### src/rtl/wb_xbar_nxm.sv
// rtl/wb_xbar_nxm.sv - N-master x M-slave Wishbone classic crossbar with round-robin arbitration
//
// Purpose:
//   NUM_MASTERS masters share NUM_SLAVES peripherals through one round-robin arbiter.
//   A granted master keeps the bus for as long as it holds cyc, so locked block
//   transfers are never preempted. Slaves are selected by a base/mask table.
//   Accesses that hit no slave, and slaves that hold stb without ack for TIMEOUT
//   cycles, are terminated with a one-cycle bus error.
//
// Ports:
//   clk_i, rst_i                 clock, synchronous active-high reset
//   m_cyc_i/m_stb_i/m_we_i       per-master controls (NUM_MASTERS bits each)
//   m_adr_i/m_dat_i              per-master address / write data (NUM_MASTERS*32)
//   m_sel_i                      per-master byte selects (NUM_MASTERS*4)
//   m_dat_o                      per-master read data (NUM_MASTERS*32)
//   m_ack_o/m_err_o              per-master ack / error
//   s_cyc_o/s_stb_o/s_we_o       per-slave controls (NUM_SLAVES bits each)
//   s_adr_o/s_dat_o/s_sel_o      shared address / write data / byte selects
//   s_dat_i/s_ack_i              per-slave read data / ack
//   err_irq_o                    one-cycle pulse per bus error
//   err_addr_o                   address of the last errored access
//   busy_o                       a master currently holds the grant

module wb_xbar_nxm #(
    parameter int NUM_MASTERS = 2,
    parameter int NUM_SLAVES  = 8,
    // Default table places slave i at i<<24; override together with NUM_SLAVES.
    parameter logic [NUM_SLAVES*32-1:0] SLV_BASE = {
        32'h0700_0000, 32'h0600_0000, 32'h0500_0000, 32'h0400_0000,
        32'h0300_0000, 32'h0200_0000, 32'h0100_0000, 32'h0000_0000},
    parameter logic [NUM_SLAVES*32-1:0] SLV_MASK = {NUM_SLAVES{32'hFF00_0000}},
    parameter int TIMEOUT = 256,
    parameter logic [31:0] ERR_DATA = 32'hBADC_0FFE
) (
    input  logic                      clk_i,
    input  logic                      rst_i,
    input  logic [NUM_MASTERS-1:0]    m_cyc_i,
    input  logic [NUM_MASTERS-1:0]    m_stb_i,
    input  logic [NUM_MASTERS-1:0]    m_we_i,
    input  logic [NUM_MASTERS*32-1:0] m_adr_i,
    input  logic [NUM_MASTERS*32-1:0] m_dat_i,
    input  logic [NUM_MASTERS*4-1:0]  m_sel_i,
    output logic [NUM_MASTERS*32-1:0] m_dat_o,
    output logic [NUM_MASTERS-1:0]    m_ack_o,
    output logic [NUM_MASTERS-1:0]    m_err_o,
    output logic [NUM_SLAVES-1:0]     s_cyc_o,
    output logic [NUM_SLAVES-1:0]     s_stb_o,
    output logic [NUM_SLAVES-1:0]     s_we_o,
    output logic [31:0]               s_adr_o,
    output logic [31:0]               s_dat_o,
    output logic [3:0]                s_sel_o,
    input  logic [NUM_SLAVES*32-1:0]  s_dat_i,
    input  logic [NUM_SLAVES-1:0]     s_ack_i,
    output logic                      err_irq_o,
    output logic [31:0]               err_addr_o,
    output logic                      busy_o
);

    localparam int GW = (NUM_MASTERS > 1) ? $clog2(NUM_MASTERS) : 1;
    localparam int SW = (NUM_SLAVES > 1) ? $clog2(NUM_SLAVES) : 1;
    localparam int CW = $clog2(TIMEOUT);

    typedef enum logic [1:0] {
        ST_IDLE = 2'd0,
        ST_BUSY = 2'd1,
        ST_ERR  = 2'd2
    } state_t;

    state_t          state_q, state_d;
    logic [GW-1:0]   grant_q, grant_d;
    logic [GW-1:0]   ptr_q, ptr_d;      // first master to consider on the next arbitration
    logic [CW-1:0]   cnt_q, cnt_d;
    logic [31:0]     err_addr_q, err_addr_d;

    // Granted master's request, selected by the registered grant index.
    logic            g_cyc, g_stb, g_we;
    logic [31:0]     g_adr, g_dat;
    logic [3:0]      g_sel;

    always_comb begin
        g_cyc = m_cyc_i[grant_q];
        g_stb = m_stb_i[grant_q];
        g_we  = m_we_i[grant_q];
        g_adr = m_adr_i[{grant_q, 5'b0} +: 32];
        g_dat = m_dat_i[{grant_q, 5'b0} +: 32];
        g_sel = m_sel_i[{grant_q, 2'b0} +: 4];
    end

    // Address decode: scanning from the top down lets the lowest matching index win.
    logic            hit;
    logic [SW-1:0]   hit_idx;
    logic            hit_ack;
    logic [31:0]     hit_dat;

    always_comb begin
        hit     = 1'b0;
        hit_idx = '0;
        for (int i = NUM_SLAVES - 1; i >= 0; i--) begin
            if ((g_adr & SLV_MASK[i*32 +: 32]) == SLV_BASE[i*32 +: 32]) begin
                hit     = 1'b1;
                hit_idx = SW'(i);
            end
        end
        hit_ack = hit & s_ack_i[hit_idx];
        hit_dat = s_dat_i[{hit_idx, 5'b0} +: 32];
    end

    // Round-robin pick among masters asserting cyc, starting at ptr_q.
    logic            arb_found;
    logic [GW-1:0]   arb_idx;
    int              arb_pos;

    always_comb begin
        arb_found = 1'b0;
        arb_idx   = '0;
        arb_pos   = 0;
        for (int k = 0; k < NUM_MASTERS; k++) begin
            arb_pos = int'(ptr_q) + k;
            if (arb_pos >= NUM_MASTERS) begin
                arb_pos = arb_pos - NUM_MASTERS;
            end
            if (!arb_found && m_cyc_i[arb_pos]) begin
                arb_found = 1'b1;
                arb_idx   = GW'(arb_pos);
            end
        end
    end

    // Next-state logic.
    always_comb begin
        state_d    = state_q;
        grant_d    = grant_q;
        ptr_d      = ptr_q;
        cnt_d      = cnt_q;
        err_addr_d = err_addr_q;
        case (state_q)
            ST_IDLE: begin
                cnt_d = '0;
                if (arb_found) begin
                    grant_d = arb_idx;
                    state_d = ST_BUSY;
                end
            end
            ST_BUSY: begin
                if (!g_cyc) begin
                    // Release: cancels any pending timeout; next scan starts after this master.
                    state_d = ST_IDLE;
                    cnt_d   = '0;
                    ptr_d   = (grant_q == GW'(NUM_MASTERS - 1)) ? '0 : grant_q + GW'(1);
                end else if (g_stb && !hit) begin
                    state_d    = ST_ERR;
                    err_addr_d = g_adr;
                    cnt_d      = '0;
                end else if (g_stb && !hit_ack) begin
                    if (cnt_q == CW'(TIMEOUT - 1)) begin
                        state_d    = ST_ERR;
                        err_addr_d = g_adr;
                        cnt_d      = '0;
                    end else begin
                        cnt_d = cnt_q + CW'(1);
                    end
                end else begin
                    cnt_d = '0;
                end
            end
            ST_ERR: begin
                cnt_d   = '0;
                state_d = ST_BUSY;
            end
            default: begin
                state_d = ST_IDLE;
                cnt_d   = '0;
            end
        endcase
    end

    always_ff @(posedge clk_i) begin
        if (rst_i) begin
            state_q    <= ST_IDLE;
            grant_q    <= '0;
            ptr_q      <= '0;
            cnt_q      <= '0;
            err_addr_q <= '0;
        end else begin
            state_q    <= state_d;
            grant_q    <= grant_d;
            ptr_q      <= ptr_d;
            cnt_q      <= cnt_d;
            err_addr_q <= err_addr_d;
        end
    end

    // Output routing. Slave controls exist only in BUSY, so they drop in ERR and IDLE;
    // slave acks outside BUSY, or from a slave that is not addressed, are ignored.
    always_comb begin
        s_cyc_o = '0;
        s_stb_o = '0;
        s_we_o  = '0;
        s_adr_o = '0;
        s_dat_o = '0;
        s_sel_o = '0;
        m_ack_o = '0;
        m_err_o = '0;
        m_dat_o = '0;
        if (state_q != ST_IDLE) begin
            s_adr_o = g_adr;
            s_dat_o = g_dat;
            s_sel_o = g_sel;
        end
        if (state_q == ST_BUSY && g_cyc && hit) begin
            s_cyc_o[hit_idx]                = 1'b1;
            s_stb_o[hit_idx]                = g_stb;
            s_we_o[hit_idx]                 = g_we;
            m_ack_o[grant_q]                = g_stb & hit_ack;
            m_dat_o[{grant_q, 5'b0} +: 32]  = hit_dat;
        end
        if (state_q == ST_ERR) begin
            m_err_o[grant_q]                = 1'b1;
            m_dat_o[{grant_q, 5'b0} +: 32]  = ERR_DATA;
        end
    end

    assign err_irq_o  = (state_q == ST_ERR);
    assign err_addr_o = err_addr_q;
    assign busy_o     = (state_q != ST_IDLE);

endmodule

### config.mk
export PLATFORM = sky130hd
export DESIGN_NAME = wb_xbar_nxm
export DESIGN_NICKNAME = d
export VERILOG_FILES = /design/src/rtl/wb_xbar_nxm.sv
export SDC_FILE = /design/constraint.sdc
export NUM_CORES = 1
export LEC_CHECK = 0
export BUFFER_PORTS_ARGS = -buffer_cell sky130_fd_sc_hd__clkbuf_2
export CAP_MARGIN = 20
export CORE_AREA = 2 2 237 239
export CTS_CLUSTER_DIAMETER = 60
export CTS_CLUSTER_SIZE = 25
export DETAILED_ROUTE_END_ITERATION = 6
export DIE_AREA = 0 0 239 241
export GPL_TIMING_DRIVEN = 0
export PLACE_DENSITY = 0.31
export RECOVER_POWER = 100
export SYNTH_ARGS = -nofsm -noshare
export SYNTH_HDL_FRONTEND = slang
export SYNTH_SLANG_ARGS = --single-unit
### constraint.sdc
create_clock -name clk_i -period 2.8 [get_ports clk_i]
set_clock_uncertainty 0.2 [all_clocks]
set_input_delay 0.28 -clock clk_i [delete_from_list [all_inputs] [get_ports clk_i]]
set_output_delay 0.28 -clock clk_i [all_outputs]
set_load 0.01 [all_outputs]
* Yosys cells after proc, flatten, opt, wreduce, memory -nomap -nowiden
Index checks and enable logic that the tools add are counted.
** Cells by class
- Shift-type cells :: 7
- Add/subtract/negate cells :: 6
- Reduce and logical (&&, ||, !) cells :: 20
- Equal/unequal tests :: 13
- $lt $le $gt $ge :: 8
- Multiplexer cells :: 61
- Bitwise operators :: 9
** Operators by type and width (count)
- 256-bit by 9-bit variable part select with 32-bit output :: 1
- 32-bit two-way mux :: 7
- 64-bit two-way mux :: 2
- 64-bit by 7-bit variable part select with 32-bit output :: 2
- 64-bit AND :: 1
- 64-bit bitwise mux :: 1
- 32-bit by 3-bit < comparator with 1-bit output (second input constant) :: 2
- 32-bit by 8-bit variable shift with 64-bit output (first input constant) :: 1
- 32-bit by 8-bit variable part select with 64-bit output :: 1
- 32-bit by 8-bit variable part select with 64-bit output (first input constant) :: 1
- 8-bit by 3-bit == test with 1-bit output (second input constant) :: 4
- 32-bit logical NOT :: 1
- 1-bit two-way mux :: 28
- 3-bit two-way mux :: 8
- 8-bit two-way mux :: 3
- 8-bit AND :: 2
- 8-bit by 2-bit == test with 1-bit output (second input constant) :: 2
- 2-bit two-way mux :: 7
- 8-bit by 1-bit adder with 8-bit output (second input constant) :: 1
- 8-bit by 1-bit == test with 1-bit output (second input constant) :: 1
- 8-bit == test (second input constant) :: 1
- 4-bit inequality test (second input constant) :: 2
- 6-bit negation with 8-bit output :: 1
- 8-bit by 4-bit variable part select with 4-bit output :: 1
- other kinds (29) :: 43
** Storage, ports and cells
- Register bits :: 44

* Logic depth before layout (Yosys ltp)
- Word-level depth :: 19
- Mapped depth :: 10

* Worst setup path before layout
OpenSTA, ideal clock, no wires.
- Path type :: reg2out
- Start :: register grant_q
- End :: output port m_ack_o[0]
- Setup slack :: 0.214 ns
- Path buffers :: 3
- Stages on the path, launching flop included :: 10
- Arrival time :: 2.106 ns
- Path through :: dfxtp_1 > buf_4 > nor4b_4 > a22oi_1 > buf_4 > a21o_1 > a221oi_2 > nand2_2 > buf_4 > nor3_1
** On the way
- Cells in the longest elaborated chain, start to end :: 16
- Elaborated cells between the ends (all ways) :: 42
- Classes of those cells :: order compare: 2; eq/ne: 7; shift: 1; mux: 25; bitwise: 3; reduce/logical: 4
** Ends and longest elaborated chain
- start: declaration :: line 70 : logic [GW-1:0] grant_q, grant_d;
- start signal: assignment :: line 186 : grant_q <= grant_d;
- 64-bit by 7-bit variable part select with 32-bit output :: line 84 : g_adr = m_adr_i[{grant_q, 5'b0} +: 32];
- 8-bit by 3-bit == test with 1-bit output :: line 99 : if ((g_adr & SLV_MASK[i*32 +: 32]) == SLV_BASE[i*32 +: 32]) begin
- 3-bit two-way mux (8 in series) :: line 99
- 1-bit binary-select mux with 3-bit select :: line 104 : hit_ack = hit & s_ack_i[hit_idx];
- 1-bit two-way mux (not written as such) :: line 104
- 1-bit AND :: line 104
- 1-bit AND :: line 214 : m_ack_o[grant_q] = g_stb & hit_ack;
- 2-bit AND (no line)
- 2-bit two-way mux (*) :: line 210 : if (state_q == ST_BUSY && g_cyc && hit) begin
- end: declaration :: line 44 : output logic [NUM_MASTERS-1:0] m_ack_o,
Every way passes the cells marked *; elsewhere a longest branch is shown, timed or not. The select of a mux whose other input is x is not followed.

* Final worst setup path
- Start :: register grant_q
- End :: output port m_dat_o[32]
** On the way
- Cells in the longest elaborated chain, start to end :: 16
- Elaborated cells between the ends (all ways) :: 38
- Classes of those cells :: add/sub: 1; eq/ne: 7; shift: 5; mux: 21; bitwise: 1; reduce/logical: 3
** Ends and longest elaborated chain
- 64-bit by 7-bit variable part select with 32-bit output :: line 84
- 8-bit by 3-bit == test with 1-bit output :: line 99
- 3-bit two-way mux (8 in series) :: line 99
- 256-bit by 9-bit variable part select with 32-bit output :: line 105 : hit_dat = s_dat_i[{hit_idx, 5'b0} +: 32];
- 32-bit by 8-bit variable part select with 64-bit output :: line 215 : m_dat_o[{grant_q, 5'b0} +: 32] = hit_dat;
- 64-bit AND (no line)
- 64-bit two-way mux :: line 210
- 64-bit bitwise mux :: line 219 : m_dat_o[{grant_q, 5'b0} +: 32] = ERR_DATA;
- 64-bit two-way mux (*) :: line 217 : if (state_q == ST_ERR) begin
- end: declaration :: line 43 : output logic [NUM_MASTERS*32-1:0] m_dat_o,
Marks and branches as above.

==> impl_results.md <==
- Outcome: complete, but fails checks
- Violated checks: negative setup slack
- Syn. warnings: 0
- WL/cell: 23.5 um
- NumNets Final: roughly 2100
- R2r endpoint: err_addr_o[23]
- 1st-pass router iterations: 5
- Drt total wl: 56.1 mm
- R2R Setup Slk: about 0.070 ns
- Max Cap Viol: 0
- Layout cells sized above 1: 54.2%
- Worst hold path class: primary input to flop
- Io pins: ~600
- Crit path arrival time: 2.60 ns
- Worst slew margin: 55.4%
- H-tree level count: 2
- Post-synth EDFFs: 0
- Hold_buf cts: 0
- Fmax: 325 MHz
- Syn_area_per_cell: 6.22 um2
- GPL Wtd Cong: between 0.8 and 0.9
- TritonCTS clock tree: yes
- PwrDens: 210 mW/mm2
- Std-Cell Core Area: 0.0549 mm2
- Register area share after synthesis: around 14%
- Vias per inst: 4.50
- DR vias: 10800
- Synthesized cell area: 0.00630 mm2
- Largest family of logic cells by synthesized area: simple AND/OR/NAND/NOR gates
- Starting DRC count in detailed routing: between 500 and 600
- Die ar.: 0.0576 mm2
- Post-synth net total: 1423
- Fin crit share: 110%
- R2R cell count: 10
- Total GRT Usage: between 15 and 20%
- Most frequent cells in the layout: 518 x clkbuf_2, 184 x nand3_1, 125 x nor2_1
- Final Setup Violations: between 60 and 70
- Clock latency on the worst-skew pair: 0.30 ns
- IO Port Bufs: 600
- Final ANT Viol Nets: 0
- Inserted Diodes: 0
- Clock-pin slew on the worst setup and hold paths: 0.07 ns
- Rows: 86
- Crit path capture type: output port
- CP required: 2.32 ns
- Hold Path Sink: grant_q
- Die width: 239 um
- Post-synthesis xor/xnor area fraction: less than 1%
- Area growth syn-to-layout: 107%
- PnR worst setup slack: -0.281 ns
- R2R Path Start: grant_q
- Sum Neg Setup Slack: -11.75 ns
- Fin. max-slew vios: 0
- Worst IR drop on VDD: 0.304 mV
- DRC violations left: 0
- Initial Utilization: a little under an eighth
- Leakage: between 6 and 7 nW
- Worst Path Max Fanout: 7
- Post-synth top flop: dfxtp_1
- Synth cell types: 48
- Simple-gate share of the synthesized area: a little over two fifths
- # clock sinks: 44
- Synth Instances: 1014
- Max clock buf depth: 2
- Commonest non-fill, non-tap cell in the layout: clkbuf_2
- Die height: about 240 um
- Root Driver: clkbuf_16
- Async SR Flop Fraction: 0%
- Complex-gate fraction of the synthesized area: 21.4%
- Largest net degree at the start of global routing: 15
- Mux share of post-synthesis cell area: 12.1%
- Overflow after GRT: 0
- Setup CP Type: flop to output port
- CP Launch Type: flop
- Vias in the first global route: 10700
- Initial antenna violation count: 3
- Synth Area in Adders: 0.199%
- DP HPWL: 45.7 mm
- Final hold violations: 0
- Tmin final: 3.08 ns
- Cts bufs inserted: 5
- Worst-margin pin slew: 0.651 ns
- RSZ-0062 raised after global routing: yes
- Fillers: 6276
- Design Power: 2.74 mW
- HP Start: m_cyc_i[0]
- WHS Path Cells: 4
- Synthesized flop and latch total: 44
- First-pass GRT wire length: roughly 75 mm
## repair_timing
action,in CTS,in global routing
gates cloned,8,3
gates resized for setup,384,267
pin swaps,111,116
endpoints found under the setup margin,176,154
setup buffers,44,20
## area by class of cell
type / count / area, um2 / area share, %
Tap cell: 704 / 881 / 6.77
Multi-Input combinational cell: 834 / 6030 / 46.3
Sequential cell: 44 / 885 / 6.79
Timing Repair Buffer: 673 / 3840 / 29.5
Clock inverter: 2 / 38.8 / 0.298
Clock buffer: 6 / 139 / 1.07
Buffer: 111 / 1140 / 8.73
Inverter: 19 / 71.3 / 0.548
## logic make-up (layout without fill, tap and decap cells)
logic type	count (synthesis)	after routing
compound gates	224	224
xor+xnor	6	6
fa+ha+maj	1	1
mux	75	75
buf+inv	136	811
flops	44	44
simple gates	528	528
## per-layer routing
metal | wire, um | GRT usage (%) | up-vias
met2 | 29100 | 34.0 | 460
met3 | 3780 | 3.80 | 32
met4 | 651 | 2.75 | 6
met5 | 41 | 0 | -
li1 | - | - | 5101
met1 | 22600 | 21.1 | 5169
## synthesized netlist by cell type, types with 8 or more instances
master / count / area, um2
buf_2: 12 / 60.1
nand2_1: 16 / 60.1
nor2_1: 133 / 499
o21ai_1: 16 / 80.1
clkbuf_1: 92 / 345
nand4_1: 31 / 194
a211o_1: 8 / 70.1
nand3_1: 259 / 1300
mux2i_1: 70 / 701
nor3_1: 12 / 60.1
inv_1: 19 / 71.3
nand4b_1: 19 / 166
o311ai_1: 25 / 219
dfxtp_1: 44 / 881
o21ai_0: 155 / 776
nand3b_1: 21 / 158
or3_1: 9 / 56.3
## registers in the layout, indices dropped and copies added, names as in the netlist
| signal | flops |
|---|---|
| grant_q | 1 |
| state_q | 2 |
| err_addr_o | 32 |
| ptr_q | 1 |
| cnt_q | 8 |
## through the flow
step | setup slack (ns) | instance area, um2 | hold slack, ns | instances | utilization [%]
floorplan | 0.214 | 6300 | 0.230 | 1014 | -
global placement | -1.82 | 10200 | 0.249 | 2318 | 18.6
detailed placement | -1.28 | 10200 | 0.253 | 2320 | 18.6
CTS | -0.316 | 12200 | 0.117 | 2377 | 22.3
global route | -0.357 | 13000 | 0.200 | 2393 | 23.7
finish | -0.281 | 13000 | 0.127 | 2393 | 23.7
## how the worst max path moves through the flow
stage | startpoint | to | slack (ns) | cells past startpoint
floorplan | grant_q | m_ack_o[0] | 0.21 | 9
global placement | grant_q | m_dat_o[55] | -1.82 | 9
detailed placement | m_adr_i[31] | m_dat_o[57] | -1.28 | 11
CTS | grant_q | m_dat_o[57] | -0.32 | 11
global route | grant_q | m_dat_o[12] | -0.36 | 12
finish | grant_q | m_dat_o[32] | -0.28 | 11
## report_power, final
group	internal, mW	switching [mW]	total (mW)
clock	0.448	0.281	0.730
combinational	0.586	0.751	1.34
sequential	0.649	0.0234	0.673
total	1.68	1.06	2.74
## critical path, stage by stage (launching register included)
cell and delay, ns:
dfxtp_4 0.42, nor4b_4 0.28, buf_4 0.18, and3_4 0.21
buf_12 0.13, clkbuf_16 0.17, clkbuf_16 0.15, o21ai_2 0.06
nand3_2 0.10, nand4_1 0.24, nor2_1 0.19, buf_2 0.15
No activity file was read; power rests on OpenSTA's default activity.
